$ cat config.mk
export PLATFORM = sky130hd
export DESIGN_NAME = cq_viola_avm_pollmaster
export DESIGN_NICKNAME = d
export VERILOG_FILES = /design/src/rtl/cq_viola_avm_pollmaster_pkg.sv /design/src/rtl/cq_viola_avm_pollmaster.sv
export SDC_FILE = /design/constraint.sdc
export NUM_CORES = 1
export LEC_CHECK = 0
export ABC_AREA = 1
export CAP_MARGIN = 40
export CORE_MARGIN = 2
export CORE_UTILIZATION = 55
export CTS_BUF_LIST = sky130_fd_sc_hd__clkbuf_16
export CTS_CLUSTER_SIZE = 8
export DETAILED_ROUTE_END_ITERATION = 6
export PLACE_DENSITY = 0.93
export RECOVER_POWER = 100
export SLEW_MARGIN = 20
export SYNTH_ARGS = -nofsm -noshare
export SYNTH_HDL_FRONTEND = slang
export SYNTH_SLANG_ARGS = --single-unit
$ cat constraint.sdc
create_clock -name clk -period 4.7 [get_ports clk]
set_input_delay 0.705 -clock clk [delete_from_list [all_inputs] [get_ports clk]]
set_output_delay 0.705 -clock clk [all_outputs]
set_load 0.03 [all_outputs]
$ cat src/rtl/cq_viola_avm_pollmaster_pkg.sv
// Shared encodings for the Avalon-MM poll master: command ops, response status
// codes and the controller state type.
package cq_viola_avm_pollmaster_pkg;

  typedef enum logic [1:0] {
    OP_WR   = 2'b00,
    OP_RD   = 2'b01,
    OP_POLL = 2'b10,
    OP_RSVD = 2'b11
  } op_e;

  localparam logic [1:0] ST_OK      = 2'b00;
  localparam logic [1:0] ST_TIMEOUT = 2'b01;

  typedef enum logic [2:0] {
    S_IDLE,
    S_ISSUE,
    S_RDWAIT,
    S_GAP,
    S_RESP
  } state_e;

  // The reserved encoding behaves exactly like a read.
  function automatic op_e decode_op(input logic [1:0] raw);
    op_e op;
    op = op_e'(raw);
    if (op == OP_RSVD) op = OP_RD;
    return op;
  endfunction

  function automatic logic poll_match(input logic [31:0] data,
                                      input logic [31:0] cmp,
                                      input logic [31:0] mask);
    return (data & mask) == (cmp & mask);
  endfunction

endpackage

$ cat src/rtl/cq_viola_avm_pollmaster.sv
// Single-command Avalon-MM initiator: write, read, or poll-until-match with a
// cycle timeout, driving chipselect/write_n style register slaves.
module cq_viola_avm_pollmaster
  import cq_viola_avm_pollmaster_pkg::*;
#(
  parameter int ADDR_W       = 2,
  parameter int READ_LATENCY = 1,
  parameter int POLL_GAP     = 4,
  parameter int TMO_W        = 16
) (
  input  logic              clk,
  input  logic              reset_n,
  input  logic              cmd_valid,
  output logic              cmd_ready,
  input  logic [1:0]        cmd_op,
  input  logic [ADDR_W-1:0] cmd_address,
  input  logic [31:0]       cmd_writedata,
  input  logic [31:0]       cmd_mask,
  input  logic [TMO_W-1:0]  cmd_timeout,
  output logic              rsp_valid,
  output logic [31:0]       rsp_readdata,
  output logic [1:0]        rsp_status,
  output logic [ADDR_W-1:0] avm_address,
  output logic              avm_chipselect,
  output logic              avm_write_n,
  output logic [31:0]       avm_writedata,
  input  logic [31:0]       avm_readdata,
  input  logic              avm_waitrequest
);

  localparam logic [2:0] LAT_LAST = 3'(READ_LATENCY - 1);
  localparam logic [7:0] GAP_LAST = 8'((POLL_GAP == 0) ? 0 : (POLL_GAP - 1));

  state_e             state_q, state_d;
  op_e                op_q, op_d;
  logic [ADDR_W-1:0]  addr_q, addr_d;
  logic [31:0]        wdata_q, wdata_d;
  logic [31:0]        mask_q, mask_d;
  logic [TMO_W-1:0]   tmo_q, tmo_d;
  logic [TMO_W-1:0]   cnt_q, cnt_d;
  logic [2:0]         lat_q, lat_d;
  logic [7:0]         gap_q, gap_d;
  logic [31:0]        rdata_q, rdata_d;
  logic               cs_q, cs_d;
  logic               wrn_q, wrn_d;
  logic               ready_q, ready_d;
  logic               rsp_valid_q, rsp_valid_d;
  logic [31:0]        rsp_rdata_q, rsp_rdata_d;
  logic [1:0]         rsp_status_q, rsp_status_d;

  logic               expired;
  logic               expired_next;
  logic               beat;

  always_ff @(posedge clk or negedge reset_n) begin
    if (!reset_n) begin
      state_q      <= S_IDLE;
      op_q         <= OP_WR;
      addr_q       <= '0;
      wdata_q      <= '0;
      mask_q       <= '0;
      tmo_q        <= '0;
      cnt_q        <= '0;
      lat_q        <= '0;
      gap_q        <= '0;
      rdata_q      <= '0;
      cs_q         <= 1'b0;
      wrn_q        <= 1'b1;
      ready_q      <= 1'b1;
      rsp_valid_q  <= 1'b0;
      rsp_rdata_q  <= '0;
      rsp_status_q <= ST_OK;
    end else begin
      state_q      <= state_d;
      op_q         <= op_d;
      addr_q       <= addr_d;
      wdata_q      <= wdata_d;
      mask_q       <= mask_d;
      tmo_q        <= tmo_d;
      cnt_q        <= cnt_d;
      lat_q        <= lat_d;
      gap_q        <= gap_d;
      rdata_q      <= rdata_d;
      cs_q         <= cs_d;
      wrn_q        <= wrn_d;
      ready_q      <= ready_d;
      rsp_valid_q  <= rsp_valid_d;
      rsp_rdata_q  <= rsp_rdata_d;
      rsp_status_q <= rsp_status_d;
    end
  end

  always_comb begin
    state_d      = state_q;
    op_d         = op_q;
    addr_d       = addr_q;
    wdata_d      = wdata_q;
    mask_d       = mask_q;
    tmo_d        = tmo_q;
    lat_d        = lat_q;
    gap_d        = gap_q;
    rdata_d      = rdata_q;
    rsp_valid_d  = 1'b0;
    rsp_rdata_d  = rsp_rdata_q;
    rsp_status_d = rsp_status_q;

    cnt_d = cnt_q;
    if ((state_q inside {S_ISSUE, S_RDWAIT, S_GAP}) && (cnt_q != '1)) begin
      cnt_d = cnt_q + TMO_W'(1);
    end

    expired = (tmo_q != '0) && (cnt_q >= tmo_q);
    beat    = cs_q && !avm_waitrequest;

    case (state_q)
      S_IDLE: begin
        if (cmd_valid && ready_q) begin
          state_d = S_ISSUE;
          op_d    = decode_op(cmd_op);
          addr_d  = cmd_address;
          wdata_d = cmd_writedata;
          mask_d  = cmd_mask;
          tmo_d   = cmd_timeout;
          cnt_d   = '0;
          rdata_d = '0;
        end
      end

      S_ISSUE: begin
        if (expired) begin
          state_d      = S_RESP;
          rsp_valid_d  = 1'b1;
          rsp_rdata_d  = rdata_q;
          rsp_status_d = ST_TIMEOUT;
        end else if (beat) begin
          if (op_q == OP_WR) begin
            state_d      = S_RESP;
            rsp_valid_d  = 1'b1;
            rsp_rdata_d  = '0;
            rsp_status_d = ST_OK;
          end else begin
            state_d = S_RDWAIT;
            lat_d   = LAT_LAST;
          end
        end
      end

      // A read already on the bus always completes; only afterwards may the
      // timeout win, and a match beats a simultaneous timeout.
      S_RDWAIT: begin
        if (lat_q != 3'd0) begin
          lat_d = lat_q - 3'd1;
        end else begin
          rdata_d = avm_readdata;
          if ((op_q != OP_POLL) || poll_match(avm_readdata, wdata_q, mask_q)) begin
            state_d      = S_RESP;
            rsp_valid_d  = 1'b1;
            rsp_rdata_d  = avm_readdata;
            rsp_status_d = ST_OK;
          end else if (expired) begin
            state_d      = S_RESP;
            rsp_valid_d  = 1'b1;
            rsp_rdata_d  = avm_readdata;
            rsp_status_d = ST_TIMEOUT;
          end else if (POLL_GAP == 0) begin
            state_d = S_ISSUE;
          end else begin
            state_d = S_GAP;
            gap_d   = GAP_LAST;
          end
        end
      end

      S_GAP: begin
        if (expired) begin
          state_d      = S_RESP;
          rsp_valid_d  = 1'b1;
          rsp_rdata_d  = rdata_q;
          rsp_status_d = ST_TIMEOUT;
        end else if (gap_q == 8'd0) begin
          state_d = S_ISSUE;
        end else begin
          gap_d = gap_q - 8'd1;
        end
      end

      S_RESP: begin
        state_d = S_IDLE;
      end

      default: begin
        state_d = S_IDLE;
      end
    endcase

    // Chipselect looks one cycle ahead so an ISSUE cycle that is already out
    // of budget never presents a beat to the slave.
    expired_next = (tmo_d != '0) && (cnt_d >= tmo_d);
    cs_d         = (state_d == S_ISSUE) && !expired_next;
    wrn_d        = !(cs_d && (op_d == OP_WR));
    ready_d      = (state_d == S_IDLE);
  end

  assign cmd_ready      = ready_q;
  assign rsp_valid      = rsp_valid_q;
  assign rsp_readdata   = rsp_rdata_q;
  assign rsp_status     = rsp_status_q;
  assign avm_address    = addr_q;
  assign avm_chipselect = cs_q;
  assign avm_write_n    = wrn_q;
  assign avm_writedata  = wdata_q;

endmodule
* Word level (Yosys, flattened, before mapping)
Cells that the tools add are included.
** Storage, ports and cells
- Register bits after elaboration :: 184
- Latch bits :: 0
- RAM bits :: 0
- Memory bits (read-only) :: 0
- Input bits :: 120
- Output and inout port bits :: 72
- Word-level logic and storage cells :: 128
- Memories :: 0
** Operators by class
- $add $sub $neg :: 3
- Multiply operators :: 0
- Divide/modulo/power cells :: 0
- Order comparisons :: 2
- Eq/ne operators :: 22
- Shift-type cells :: 0
- Mux-type cells :: 54
- Bitwise operators :: 2
- Reductions and logical operators :: 29
** Operators by type and width (count)
- $mux W32 :: 9
- $pmux W32 S3 :: 1
- $mux W16 :: 5
- $and A32 B32 Y32 :: 2
- $pmux W32 S2 :: 1
- $mux W8 :: 5
- $mux W3 :: 13
- $eq A32 B32 Y1 :: 1
- $ge A16 B16 Y1 :: 2
- $reduce_bool A16 Y1 :: 2
- $ne A2 B2 Y1 const B :: 11
- $mux W2 :: 9
- $add A16 B1 Y16 const B :: 1
- $ne A16 B16 Y1 const B :: 1
- $pmux W8 S2 :: 1
- $pmux W3 S4 :: 1
- $reduce_and A6 Y1 :: 2
- $logic_not A8 Y1 :: 1
- $sub A8 B1 Y8 const B :: 1
- $logic_and A1 B1 Y1 :: 7
- $eq A3 B1 Y1 const B :: 2
- $eq A3 B2 Y1 const B :: 2
- $logic_not A3 Y1 :: 2
- $mux W1 :: 6
- 17 further kinds :: 24

* Depth between registers and ports, before layout
- Word-level depth :: 12
- Mapped depth :: 22

* Worst setup path after synthesis
No wires, ideal clock.
- Kind :: reg-to-reg
- From :: reg cnt_q[0]
- To :: reg cs_q, in the netlist avm_chipselect
- Setup time :: 0.115 ns
- Arrival :: 2.566 ns
- Required time :: 4.585 ns
- Setup slack :: 2.019 ns
- Cell stages (with the launch flop) :: 21
- Buffers on the path :: 0
- Clock period less this slack :: 2.681 ns
- Cells stage by stage :: dfrtp_1 -> ha_1 -> nand3_1 -> nor4_2 -> nand2_1 -> nand2_2 -> nor2_2 -> nand3_1 -> nor2_1 -> a21oi_1 -> nor2_1 -> ha_1 -> nand2_1 -> inv_1 -> nand3_1 -> nor3_1 -> nand3_1 -> nand3_1 -> nand2_1 -> nand2_1 -> nor2_1
** Between the ends
- Longest elaborated chain between the ends :: 9
- Elaborated cells between the ends (all ways) :: 19
- Those cells by class :: add/sub: 1; order compare: 2; eq/ne: 2; mux: 9; reduce/logical: 5
** Ends and longest elaborated chain
- from (decl) :: line cq_viola_avm_pollmaster.sv:40 : logic [TMO_W-1:0] cnt_q, cnt_d;
- from (signal assigned) :: line cq_viola_avm_pollmaster.sv:80 : cnt_q <= cnt_d;
- parallel branches: the longest is 2 deep, another holds $add A16 B1 Y16
- $mux W16 (*) :: line cq_viola_avm_pollmaster.sv:108 : if ((state_q inside {S_ISSUE, S_RDWAIT, S_GAP}) && (cnt_q != '1)) begin
- $mux W16 :: line cq_viola_avm_pollmaster.sv:117 : if (cmd_valid && ready_q) begin
- $mux W16 (*) :: line cq_viola_avm_pollmaster.sv:115 : case (state_q)
- net cnt_d[14] :: line cq_viola_avm_pollmaster.sv:40
- $ge A16 B16 Y1 (*) :: line cq_viola_avm_pollmaster.sv:198 : expired_next = (tmo_d != '0) && (cnt_d >= tmo_d);
- $logic_and A1 B1 Y1 (*) :: line cq_viola_avm_pollmaster.sv:198
- $logic_not A1 Y1 (*) :: line cq_viola_avm_pollmaster.sv:199 : cs_d = (state_d == S_ISSUE) && !expired_next;
- $logic_and A1 B1 Y1 (*) :: line cq_viola_avm_pollmaster.sv:199
- net cs_d :: line cq_viola_avm_pollmaster.sv:44 : logic cs_q, cs_d;
- to (signal assigned) :: line cq_viola_avm_pollmaster.sv:84 : cs_q <= cs_d;
- to (decl) :: line cq_viola_avm_pollmaster.sv:44
Mark *: on every way through the listed nets, which the timed path passes.
A chain may end at the register's enable or synchronous reset.

* Worst setup path in the final report
Same ends and word-level chain as after synthesis.

==> reports/qor.yml <==
outcome:
  outcome: "complete, but fails checks"
  failing_checks: "capacitance limit, slew limit"
logic_synthesis:
  ys_dominant_reg_cell: "dfrtp_1"
  synth-compound-area-share: 0.0927
  count_of_yosys_warnings_during_synthesis: 0
  synth_top_family_by_area: "simple AND/OR/NAND/NOR gates"
  synth_top_area_frac: 0.481
  edff_count_synth: 0
  netlist_area_sq_um: 9460
  synth_xor_xnor_area_share: 0.0120
  synth.mux.area_fraction: 0
  ffs_latches_synth: 184
  synthTopCellsByArea: "dfrtp_1 (48%), nand2_1 (18%), o21ai_0 (5.9%)"
  synthDistinctLibCells: 43
  post_synthesis_average_cell_area_sq_um: 7.73
  synthesis.instances: 1224
  yosysSeqAreaShare: 0.487
  synth-simple-area-share: 0.281
  most_used_standard_cell_by_instance_count_after_synthesis: "nand2_1"
  async_reset_ff_frac: 1.00
  synthDominantAreaCellType: "dfrtp_1"
  synth_commonest_cells: "nand2_1 (453), dfrtp_1 (182), inv_1 (133)"
  synth_nets: 1380
  synthAdderAreaFrac: 0.0476
place:
  gp_congestion: 0.899
  post_placement_setup_slack_ns: 0.832
  place_inst: 1600
  numPortBuffers: 191
  dp_hpwl_um: 20100
critical_path:
  setup.worst_path.class: "reg2reg"
  timing.critical_path.from_type: "flip-flop"
  required_ns: 5.02
  worst-endpoint-arrival_ns: 4.19
  timing.critical_path.fanout_max: 5
  cp-end-kind: "flip-flop"
routing:
  routed-via-count: 9012
  drt_drc_violations_left: 0
  wire_per_inst_um: 16.7
  routed_wl_um: 27200
  detail_route.first_pass.iterations: 6
  vias_per_cell: 5.52
  dr.first_iter.drc_count: 899
  ant_nets: 0
global_route:
  grt_usage: 0.310
  grt_overflow_total: 0
  vias_in_the_first_global_route: 8817
  largest_net_degree_at_the_start_of_global_routing: 85
  first_pass_grt_wire_length_um: 43900
  grt_antenna_before_repair: 1
die:
  dieHeight_um: 135
  starting_utilization_of_the_core_area: 0.566
  core_area_sq_um: 16700
  rows: 47
  floorplan.die_area_sq_um: 18300
  pin_count: 192
  die-width_um: 135
cells_and_area:
  share_of_final_layout_standard_cells_stronger_than_drive_strength_1: 0.0382
  layoutNonFillerInstCount: 1632
  n_antenna_cell: 0
  nNetsFinal: 1555
  area_grow_syn2layout_pct: 27.3
  final.fill_count: 1242
sta:
  final_min_period_over_clock_period: 0.822
  timing.final.setup_violations: 0
  min_period_ns: 3.86
  achievable-frequency_mhz: 259
  unrepaired_setup_endpoints_after_global_routing: "false"
  timing_max_transition_violations_final: 189
  setup_skew_after_layout_ns: 0.00803
  slew_headroom: -0.356
  tns_ns: 0
  final.setup.worst_slack_ns: 0.835
  report.final.hold_viol_count: 0
  actual_slew_at_the_worst_max_slew_pin_ns: 2.03
clock_tree:
  clock_tree_from_tritoncts: "built"
  numCtsBuffers: 17
  cts_setup_buffers: 0
  numClockSinks: 184
  cts-root-to-sink-buffers: 2
  clockRootBuffer: "clkbuf_16"
  cts_hold_buffers: 0
  cts_resized: 0
  worst_skew_pair.late_latency_ns: 0.44
  path_clk_slew_ns: 0.07
  cts_h_tree_depth: 4
pwr:
  power.density_cell_area_nw_per_um2: 575
  power.leakage_uw: 0.00625
  ir_drop_uv: 359
min_path:
  min-delay-path-class: "reg2reg"
run:
  max-cap-violations: 3
==> worst max-delay path: stages, from the launching register on <==
cell and delay (ns):
dfrtp_1 0.45, ha_1 0.22, nand3_1 0.16, nor4_1 0.59, nand2_1 0.16, nand2_1 0.26, nor2_1 0.14, nand3_1 0.18
nor2_1 0.12, a21oi_1 0.16, nor2_1 0.09, ha_1 0.30, nand2_1 0.06, inv_1 0.05, nand3_1 0.08, nor3_1 0.26
nand3_1 0.13, nand3_1 0.10, nand2_1 0.10, nand2_1 0.08, nor2_1 0.04
==> per-stage QoR <==
stage / power (uW) / util / hold WS, ns / instance area (sq um)
3_5_place_dp: 5520 / 0.691 / 0.467 / 11500
2_1_floorplan: 4460 / - / 0.409 / 9460
6_report: 6930 / 0.721 / 0.475 / 12000
5_1_grt: 7380 / 0.721 / 0.501 / 12000
3_3_place_gp: 5370 / 0.688 / 0.461 / 11500
4_1_cts: 7000 / 0.726 / 0.167 / 12100
==> where the power goes <==
part	switching, uW	internal [uW]	total [uW]
sequential	385	2160	2550
combinational	1920	1000	2920
clock	657	796	1450
total	2960	3960	6930
==> registers in the layout, summed over array words and instances, names as in the netlist, 2 cells and up <==
register       flops
lat_q              3
state_q            3
avm_address        2
rsp_status         2
gap_q              8
rsp_readdata      32
avm_writedata     32
mask_q            32
rdata_q           32
cnt_q             16
op_q               2
tmo_q             16
==> per-layer routing <==
layer,global-route usage,up-vias,routed length [um]
li1,-,4220,-
met1,0.394,4206,10600
met2,0.497,483,12900
met3,0.0864,101,2510
met4,0.138,2,1210
met5,0,-,13
==> cells by family after synthesis <==
group           Yosys count
xor+xnor                 13
flops                   184
simple gates            645
compound gates          162
fa+ha+maj                36
buf+inv                 184
==> area by class of cell <==
class                           instances  area [sq um]  area share
Clock buffer                           17           425      0.0353
Clock inverter                         15           169      0.0140
Inverter                              143           539      0.0448
Multi-Input combinational cell        856          4070       0.338
Sequential cell                       184          4610       0.383
Tap cell                              220           275      0.0229
Timing Repair Buffer                  197          1960       0.162
==> cells in the final DEF, fill, tap and decap left out, types with 3 or more instances in the layout <==
cell type,instances
clkinvlp_4,4
o21a_1,14
dfrtp_1,182
clkdlybuf4s50_1,117
nand2_1,456
nor4_1,5
nand3_1,82
ha_1,36
clkbuf_2,3
clkbuf_16,17
inv_8,3
nor3_1,10
nor2_1,70
o21ai_0,113
inv_1,134
nand4_1,11
inv_2,7
a21oi_1,27
xor2_1,12
dlygate4sd3_1,73
==> worst paths after layout <==
check	cells after the start	slack, ns	start	endpoint
max in group asynchronous	2	1.12	reset_n	rsp_readdata[11]
max reg2reg	20	0.84	cnt_q[0]	avm_chipselect
min reg2reg	2	0.48	rsp_readdata[27]	rsp_readdata[27]
min in group asynchronous	1	0.75	reset_n	tmo_q[6]
min	2	0.48	rsp_readdata[27]	rsp_readdata[27]
max	20	0.84	cnt_q[0]	avm_chipselect
(Power assumes the default switching activity.)
